--- src/rtl/iter_div_unit_pkg.sv ---
// Shared types and constants for the iterative radix-2 restoring divider.
// State encoding, widths and the absolute-value helper used at operand capture.
package iter_div_unit_pkg;

  localparam int DATA_W = 32;
  localparam int CNT_W  = $clog2(DATA_W);

  typedef enum logic [1:0] {
    DIV_IDLE = 2'd0,
    DIV_CALC = 2'd1,
    DIV_DONE = 2'd2
  } div_state_e;

  function automatic logic [DATA_W-1:0] abs_val(input logic [DATA_W-1:0] v);
    return v[DATA_W-1] ? (~v + 1'b1) : v;
  endfunction

endpackage

--- src/rtl/iter_div_unit_if.sv ---
// E-stage divide request/response bundle between the pipeline and the divider.
// div is a level request; it launches only in IDLE, with flush low and no completion in the
// previous cycle. div_complete is a one-cycle response and cannot be back-pressured.
interface iter_div_unit_if;
  import iter_div_unit_pkg::*;

  logic              div;
  logic              div_signed;
  logic [DATA_W-1:0] dividend;
  logic [DATA_W-1:0] divisor;
  logic              flush;
  logic              div_complete;
  logic              busy;
  logic [DATA_W-1:0] quotient;
  logic [DATA_W-1:0] remainder;
  div_state_e        dbg_state;

  modport master (
    output div, div_signed, dividend, divisor, flush,
    input  div_complete, busy, quotient, remainder, dbg_state
  );

  modport slave (
    input  div, div_signed, dividend, divisor, flush,
    output div_complete, busy, quotient, remainder, dbg_state
  );

endinterface

--- src/rtl/iter_div_unit_step.sv ---
// One restoring-division iteration: shift {rem,quo} left, subtract divisor if it fits.
// Purely combinational; the top reuses it every CALC cycle.
module iter_div_unit_step
  import iter_div_unit_pkg::*;
(
  input  logic [DATA_W-1:0] rem_i,
  input  logic [DATA_W-1:0] quo_i,
  input  logic [DATA_W-1:0] dvs_i,
  output logic [DATA_W-1:0] rem_o,
  output logic [DATA_W-1:0] quo_o
);

  logic [DATA_W:0]   part;
  logic [DATA_W-1:0] diff;
  logic              take;

  assign part = {rem_i, quo_i[DATA_W-1]};
  // A carry out of the shift always fits; the low bits of the modular difference are exact then.
  assign take = part[DATA_W] | (part[DATA_W-1:0] >= dvs_i);
  assign diff = part[DATA_W-1:0] - dvs_i;

  assign rem_o = take ? diff : part[DATA_W-1:0];
  assign quo_o = {quo_i[DATA_W-2:0], take};

endmodule

--- src/rtl/iter_div_unit.sv ---
// DIV/DIVU unit: FSM, iteration counter, sign handling and LO/HI result registers.
// One quotient bit per clock; completion pulse DATA_W+1 cycles after the launch cycle.
module iter_div_unit
  import iter_div_unit_pkg::*;
(
  input  logic           clk,
  input  logic           reset,
  iter_div_unit_if.slave div_if
);

  div_state_e        state_q, state_d;
  logic [CNT_W-1:0]  cnt_q, cnt_d;
  logic [DATA_W-1:0] rem_q, rem_d, quo_q, quo_d, dvs_q, dvs_d;
  logic [DATA_W-1:0] quotient_q, quotient_d, remainder_q, remainder_d;
  logic              qneg_q, qneg_d, rneg_q, rneg_d, done_q;
  logic [DATA_W-1:0] step_rem, step_quo;
  logic              start, complete, busy, by_zero, apply_sign;

  assign by_zero    = (div_if.divisor == '0);
  assign apply_sign = div_if.div_signed & ~by_zero;
  // done_q blocks the same still-asserted request from relaunching right after completion.
  assign start      = (state_q == DIV_IDLE) & div_if.div & ~div_if.flush & ~done_q;

  iter_div_unit_step u_step (
    .rem_i (rem_q),
    .quo_i (quo_q),
    .dvs_i (dvs_q),
    .rem_o (step_rem),
    .quo_o (step_quo)
  );

  always_ff @(posedge clk or negedge reset) begin
    if (!reset) state_q <= DIV_IDLE;
    else        state_q <= state_d;
  end

  always_comb begin
    state_d = state_q;
    unique case (state_q)
      DIV_IDLE: if (start) state_d = DIV_CALC;
      DIV_CALC: begin
        if (div_if.flush)                        state_d = DIV_IDLE;
        else if (cnt_q == CNT_W'(DATA_W - 1))    state_d = DIV_DONE;
      end
      DIV_DONE: state_d = DIV_IDLE;
      default:  state_d = DIV_IDLE;
    endcase
  end

  always_comb begin
    complete = (state_q == DIV_DONE) & ~div_if.flush;
    busy     = (state_q != DIV_IDLE);
  end

  always_comb begin
    cnt_d       = cnt_q;
    rem_d       = rem_q;
    quo_d       = quo_q;
    dvs_d       = dvs_q;
    qneg_d      = qneg_q;
    rneg_d      = rneg_q;
    quotient_d  = quotient_q;
    remainder_d = remainder_q;
    if (start) begin
      // Divide-by-zero keeps the raw dividend so the remainder comes out unmodified.
      rem_d  = '0;
      quo_d  = apply_sign ? abs_val(div_if.dividend) : div_if.dividend;
      dvs_d  = div_if.div_signed ? abs_val(div_if.divisor) : div_if.divisor;
      cnt_d  = '0;
      qneg_d = apply_sign & (div_if.dividend[DATA_W-1] ^ div_if.divisor[DATA_W-1]);
      rneg_d = apply_sign & div_if.dividend[DATA_W-1];
    end else if (state_q == DIV_CALC && !div_if.flush) begin
      rem_d = step_rem;
      quo_d = step_quo;
      cnt_d = cnt_q + 1'b1;
    end
    if (complete) begin
      quotient_d  = qneg_q ? (~quo_q + 1'b1) : quo_q;
      remainder_d = rneg_q ? (~rem_q + 1'b1) : rem_q;
    end
  end

  always_ff @(posedge clk or negedge reset) begin
    if (!reset) begin
      cnt_q       <= '0;
      rem_q       <= '0;
      quo_q       <= '0;
      dvs_q       <= '0;
      qneg_q      <= 1'b0;
      rneg_q      <= 1'b0;
      done_q      <= 1'b0;
      quotient_q  <= '0;
      remainder_q <= '0;
    end else begin
      cnt_q       <= cnt_d;
      rem_q       <= rem_d;
      quo_q       <= quo_d;
      dvs_q       <= dvs_d;
      qneg_q      <= qneg_d;
      rneg_q      <= rneg_d;
      done_q      <= complete;
      quotient_q  <= quotient_d;
      remainder_q <= remainder_d;
    end
  end

  assign div_if.div_complete = complete;
  assign div_if.busy         = busy;
  assign div_if.quotient     = quotient_q;
  assign div_if.remainder    = remainder_q;
  assign div_if.dbg_state    = state_q;

endmodule

--- src/flat_wrapper.sv ---
// flat-port wrapper written by rule: the top's interface ports become plain ports
module iter_div_unit_flat import iter_div_unit_pkg::*;
  (clk, reset, div_if_div, div_if_div_signed, div_if_dividend, div_if_divisor, div_if_flush, div_if_div_complete, div_if_busy, div_if_quotient, div_if_remainder, div_if_dbg_state);
  iter_div_unit_if div_if_i ();
  input  logic clk;
  input  logic reset;
  input wire logic [$bits(div_if_i.div)-1:0] div_if_div;
  input wire logic [$bits(div_if_i.div_signed)-1:0] div_if_div_signed;
  input wire logic [$bits(div_if_i.dividend)-1:0] div_if_dividend;
  input wire logic [$bits(div_if_i.divisor)-1:0] div_if_divisor;
  input wire logic [$bits(div_if_i.flush)-1:0] div_if_flush;
  output wire logic [$bits(div_if_i.div_complete)-1:0] div_if_div_complete;
  output wire logic [$bits(div_if_i.busy)-1:0] div_if_busy;
  output wire logic [$bits(div_if_i.quotient)-1:0] div_if_quotient;
  output wire logic [$bits(div_if_i.remainder)-1:0] div_if_remainder;
  output wire logic [$bits(div_if_i.dbg_state)-1:0] div_if_dbg_state;
  assign div_if_i.div = div_if_div;
  assign div_if_i.div_signed = div_if_div_signed;
  assign div_if_i.dividend = div_if_dividend;
  assign div_if_i.divisor = div_if_divisor;
  assign div_if_i.flush = div_if_flush;
  assign div_if_div_complete = div_if_i.div_complete;
  assign div_if_busy = div_if_i.busy;
  assign div_if_quotient = div_if_i.quotient;
  assign div_if_remainder = div_if_i.remainder;
  assign div_if_dbg_state = div_if_i.dbg_state;
  iter_div_unit u_core (.clk(clk), .reset(reset), .div_if(div_if_i));
endmodule
--- config.mk ---
export PLATFORM = sky130hd
export DESIGN_NAME = iter_div_unit_flat
export DESIGN_NICKNAME = d
export VERILOG_FILES = /design/src/rtl/iter_div_unit_pkg.sv /design/src/rtl/iter_div_unit_if.sv /design/src/rtl/iter_div_unit_step.sv /design/src/rtl/iter_div_unit.sv /design/src/flat_wrapper.sv
export SDC_FILE = /design/constraint.sdc
export NUM_CORES = 1
export LEC_CHECK = 0
export BUFFER_PORTS_ARGS = -buffer_cell sky130_fd_sc_hd__buf_2
export CORE_ASPECT_RATIO = 0.8
export CORE_MARGIN = 8
export CORE_UTILIZATION = 30
export DETAILED_ROUTE_END_ITERATION = 10
export GPL_TIMING_DRIVEN = 0
export SYNTH_ARGS = -nofsm -noshare
export SYNTH_HDL_FRONTEND = slang
export SYNTH_SLANG_ARGS = --single-unit
--- constraint.sdc ---
create_clock -name clk -period 3.6 [get_ports clk]
set_input_delay 0.36 -clock clk [delete_from_list [all_inputs] [get_ports clk]]
set_output_delay 0.36 -clock clk [all_outputs]
set_load 0.02 [all_outputs]
==> results by stage <==
Global route:
- Global routing used 16.5% of the available tracks across all layers.
- The global-route wire length before repair is roughly 56 mm.
- Global routing finished with a remaining overflow of 0.
- The number of antenna violations at the first check in global routing is 0.
- The via count of the first global-routing pass is just under 10000.
- The maximum number of pins on one net before global-route repair is between 90 and 100.

STA:
- At the pin with the least slew margin, the transition time is ~0.96 ns.
- The number of hold-slack violations in the final timing report was 0.
- The number of failing setup endpoints in the final timing report is 0.
- Hold timing on the final database bottoms out at a slack of a little under 0.2 ns.
- In this run the tightest slew margin relative to its limit is 36.3%.
- Based on the critical path, the design can be clocked at up to 298 MHz.
- On the final layout, the worst clock skew is approximately 0.01 ns.
- The least setup slack across all paths after layout is approximately 0.24 ns.
- The fraction of the cycle the final worst path needs is between 90% and 100%.
- Counting I/O delays and the setup requirement, the final critical path takes between 3 and 4 ns.
- The number of max-slew violations in the final report is 0.
- Setup repair after global routing left no endpoint under its margin.

Drt:
- For this run, the detailed router's first-pass iteration total came to 6.
- The average wire per standard cell is ~18 um.
- Once detail routing completed, the nets flagged for antenna violations numbered 0.
- The total wire length after detailed routing is 35.3 mm.
- The ratio of routed vias to standard cells is about 5.1.
- The detailed router placed about 9900 vias in this run.
- After the first detailed-routing iteration, the DRC count stood at between 900 and 1000.
- In the routed design, unresolved DRC markers number 0.

Setup path:
- The worst setup path is of the flip-flop to flip-flop kind.
- The data arrival time of the critical path is between 3 and 4 ns.
- The critical-path maximum fanout is 7.
- The endpoint identified for the worst register-to-register timing path is u_core.div_if.remainder[26]$_DFFE_PN0P_.
- The origin of the critical flop-to-flop path is u_core.rem_q[4]$_DFFE_PN0P_.
- The startpoint type of the worst setup path is a flip-flop.
- The register-to-register path setup slack is 0.24 ns.
- The kind of end point of the critical path is a flip-flop.
- Data on the critical path is required at its endpoint by 3.92 ns.
- Measured in cells, the most critical reg-to-reg path has a length of 8.

Min path:
- The path with the worst hold slack has its endpoint at u_core.quo_q[1]$_DFFE_PN0P_.
- The worst hold path class is primary input to flip-flop.
- The depth of the worst hold-timing path is 3.
- The worst hold path startpoint is div_if_dividend[1].

Yosys:
- In the post-synthesis netlist, the biggest area contributors are sky130_fd_sc_hd__dfrtp_1 (39%), sky130_fd_sc_hd__o21ai_0 (8.7%), sky130_fd_sc_hd__xor2_1 (8.4%).
- The number of flops mapped to enable cells by yosys is 0.
- The share of the synthesized area in the top cell type is about two fifths.
- The instance count of the mapped netlist is 1282.
- Counting flops and latches in the post-synthesis netlist gives between 150 and 200.
- The leading area contributor after synthesis is sky130_fd_sc_hd__dfrtp_1.
- The number of different library cells used by synthesis comes to 56.
- The Yosys step of the flow raised 0 warnings.
- Summing the sequential cell areas from Yosys gives 39.2% of the chip area.
- Counting flops with an async set or reset pin after synthesis yields a share of between 90% and 100%.
- Synthesis produced a netlist with a net count of around 1400.
- The summed instance area of the synthesized netlist is roughly 11000 um2.
- In the synthesized netlist the dominant register cell turns out to be sky130_fd_sc_hd__dfrtp_1.
- The mean cell area of the mapped netlist is approximately 8.5 um2.

Die:
- The horizontal extent of the die is around 230 um.
- The area inside the core boundary is between 30000 and 40000 um2.
- The standard-cell row count is slightly above 60.
- For this configuration, the core starts out at a cell density of between 30% and 40%.
- The floorplan die height is roughly 190 um.
- The floorplan step defined a die boundary enclosing about 43000 um2.
- Pin placement for this block handled approximately 140 I/O pins.

Clocking:
- The clock latency on the worst-skew pair is ~0.44 ns.
- Clock-pin slew was measured on the worst setup and hold paths at around 0.080 ns.
- The tree built by TritonCTS fans out to between 150 and 200 sinks.
- The largest buffer count on any clock path is 2.
- The buffer cell driving the clock tree root is sky130_fd_sc_hd__clkbuf_16.
- The number of levels in the clock H-tree is 4.
- The clock tree from TritonCTS is built.
- Counting the buffers created by CTS gives 17.

Cells and area:
- In the layout the commonest cells are sky130_fd_sc_hd__o21ai_0 (187), sky130_fd_sc_hd__nand2_1 (172), sky130_fd_sc_hd__dfrtp_1 (170), sky130_fd_sc_hd__buf_2 (135), sky130_fd_sc_hd__xor2_1 (104).
- The antenna cell count is 0.
- Leaving out fill and tap cells, the most frequent cell in the layout is sky130_fd_sc_hd__o21ai_0.
- Compared with the post-synthesis result, the final layout area differs by 18.3%.
- The net count of the finished layout is about 1500.
- The count of fill cells added during filler insertion is roughly 3800.
- Cells fill between 30 and 40% of the core in the end.
- In the final layout, the share of cells above drive strength 1 is 13.0%.

Power:
- The worst-case IR drop observed on VDD is between 0.0003 and 0.0004 V.
- The cell area power density is 757 nW/um2.
- The fraction of power consumed by the clock network is a little over a fifth.
- For this design the total switching power over the nets is around 4.4 mW.
- Cell internal power was estimated by the tool at approximately 5.3 mW.
- Registers are responsible for between 30% and 40% of the overall power.
- Per report_power, the combinational group accounts for slightly below 50% of the total.
- The analysis attributes to cell leakage a power of about 5.7 nW.
- Net switching is between 40% and 50% of the power.

Status:
- The flow ran to the end, and the final reports show no timing, DRC or antenna violations.

Placement:
- Detailed placement finished with a half-perimeter wire length of around 27 mm.
- The congestion estimate from routability-driven global placement came to around 0.88.
- OpenSTA, run right after detailed placement, puts the worst setup slack at -0.293 ns.
- The count of port buffers added during placement is between 100 and 150.

Flow run:
- The number of maximum-capacitance constraint violations is 0.
-- logic make-up (layout without fill, tap and decap cells) --
kind of cell	Yosys count	in the layout	synth area share [%]
AOI/OAI and AO/OA	413	413	22.6
buffers and inverters	120	289	4.15
adders and majority gates	39	39	4.57
muxes	7	7	0.646
xor gates and xnor gates	149	149	12.0
DFF	170	170	39.2
and+or+nand+nor	384	384	16.8
-- metrics by stage --
step	std cells	power, mW	area (um2)	TNS [ns]
floorplan	1282	6.19	10800	0
global route	1931	10.5	12800	0
detailed placement	1899	7.57	12200	-3.36
CTS	1932	9.68	12800	0
global placement	1898	7.52	12100	-107.75
finish	1931	9.71	12800	0
-- layout make-up --
| type | instances | area (um2) | area share (%) |
|---|---|---|---|
| Clock inverter | 14 | 208 | 1.62 |
| Buffer | 64 | 243 | 1.89 |
| Timing Repair Buffer | 138 | 728 | 5.68 |
| Multi-Input combinational cell | 992 | 6150 | 47.9 |
| Inverter | 55 | 206 | 1.61 |
| Clock buffer | 18 | 439 | 3.42 |
| Sequential cell | 170 | 4250 | 33.2 |
| Tap cell | 480 | 601 | 4.68 |
-- metal layers --
layer	routed length (um)	up-vias	GRT usage (%)
met5	0	-	0
met4	333	0	3.00
met3	2800	23	3.98
met2	15100	324	25.4
met1	17000	4706	23.5
li1	-	4870	-
-- synthesized netlist by cell type, types with 9 or more instances --
cell type	instances
sky130_fd_sc_hd__o21ai_0	188
sky130_fd_sc_hd__nor3_1	22
sky130_fd_sc_hd__nor4_1	9
sky130_fd_sc_hd__a31oi_1	11
sky130_fd_sc_hd__xnor2_1	45
sky130_fd_sc_hd__nor2_1	62
sky130_fd_sc_hd__inv_1	54
sky130_fd_sc_hd__o41ai_1	18
sky130_fd_sc_hd__a21oi_1	74
sky130_fd_sc_hd__a22oi_1	31
sky130_fd_sc_hd__o31ai_1	26
sky130_fd_sc_hd__clkbuf_1	58
sky130_fd_sc_hd__nand3_1	39
sky130_fd_sc_hd__dfrtp_1	170
sky130_fd_sc_hd__ha_1	38
sky130_fd_sc_hd__or4_1	15
sky130_fd_sc_hd__xor2_1	104
sky130_fd_sc_hd__nand2_1	172
sky130_fd_sc_hd__o21ai_1	19
-- critical path: stages, from the launching register on --
cell                      delay, ns
sky130_fd_sc_hd__dfrtp_1       0.48
sky130_fd_sc_hd__or4_4         0.56
sky130_fd_sc_hd__or4_1         0.47
sky130_fd_sc_hd__or3_4         0.42
sky130_fd_sc_hd__or3_1         0.40
sky130_fd_sc_hd__or3_4         0.41
sky130_fd_sc_hd__o31ai_2       0.22
sky130_fd_sc_hd__xor2_1        0.19
sky130_fd_sc_hd__o21ai_1       0.07
-- registers in the layout, indices dropped and copies added, names as in the netlist --
signal                   flops
u_core.qneg_q                1
u_core.done_q                1
u_core.div_if.remainder     32
u_core.quo_q                32
u_core.dvs_q                32
u_core.rneg_q                1
u_core.div_if.quotient      32
u_core.rem_q                32
u_core.cnt_q                 5
u_core.div_if.dbg_state      2
-- worst max path at each step --
stage	start	to	depth (start not counted)
after global routing	div_if_divisor[7]	u_core.quo_q[15]$_DFFE_PN0P_	11
after floorplan	u_core.rem_q[4]$_DFFE_PN0P_	u_core.div_if.remainder[26]$_DFFE_PN0P_	8
after global placement	reset	u_core.dvs_q[27]$_DFFE_PN0P_	1
final	u_core.rem_q[4]$_DFFE_PN0P_	u_core.div_if.remainder[26]$_DFFE_PN0P_	8
after detailed placement	div_if_divisor[8]	u_core.quo_q[15]$_DFFE_PN0P_	11
after CTS	u_core.quo_q[31]$_DFFE_PN0P_	u_core.rem_q[30]$_DFFE_PN0P_	14
-- power groups by stage --
stage / logic [mW] / clock network (mW) / registers, mW
6_report: 4.69 / 2.07 / 2.94
3_3_place_gp: 4.59 / 0 / 2.93
2_1_floorplan: 3.42 / 0 / 2.77
3_5_place_dp: 4.62 / 0 / 2.95
4_1_cts: 4.66 / 2.11 / 2.92
5_1_grt: 5.29 / 2.18 / 3.01
-- timing repair --
item / CTS / global route
endpoints found under the hold margin: 80 / 0
setup endpoints to repair: 0 / 46
setup buffers: 0 / 0
hold buffers: 1 / 0
gates resized for setup: 0 / 5
No activity file was read; power rests on OpenSTA's default activity.
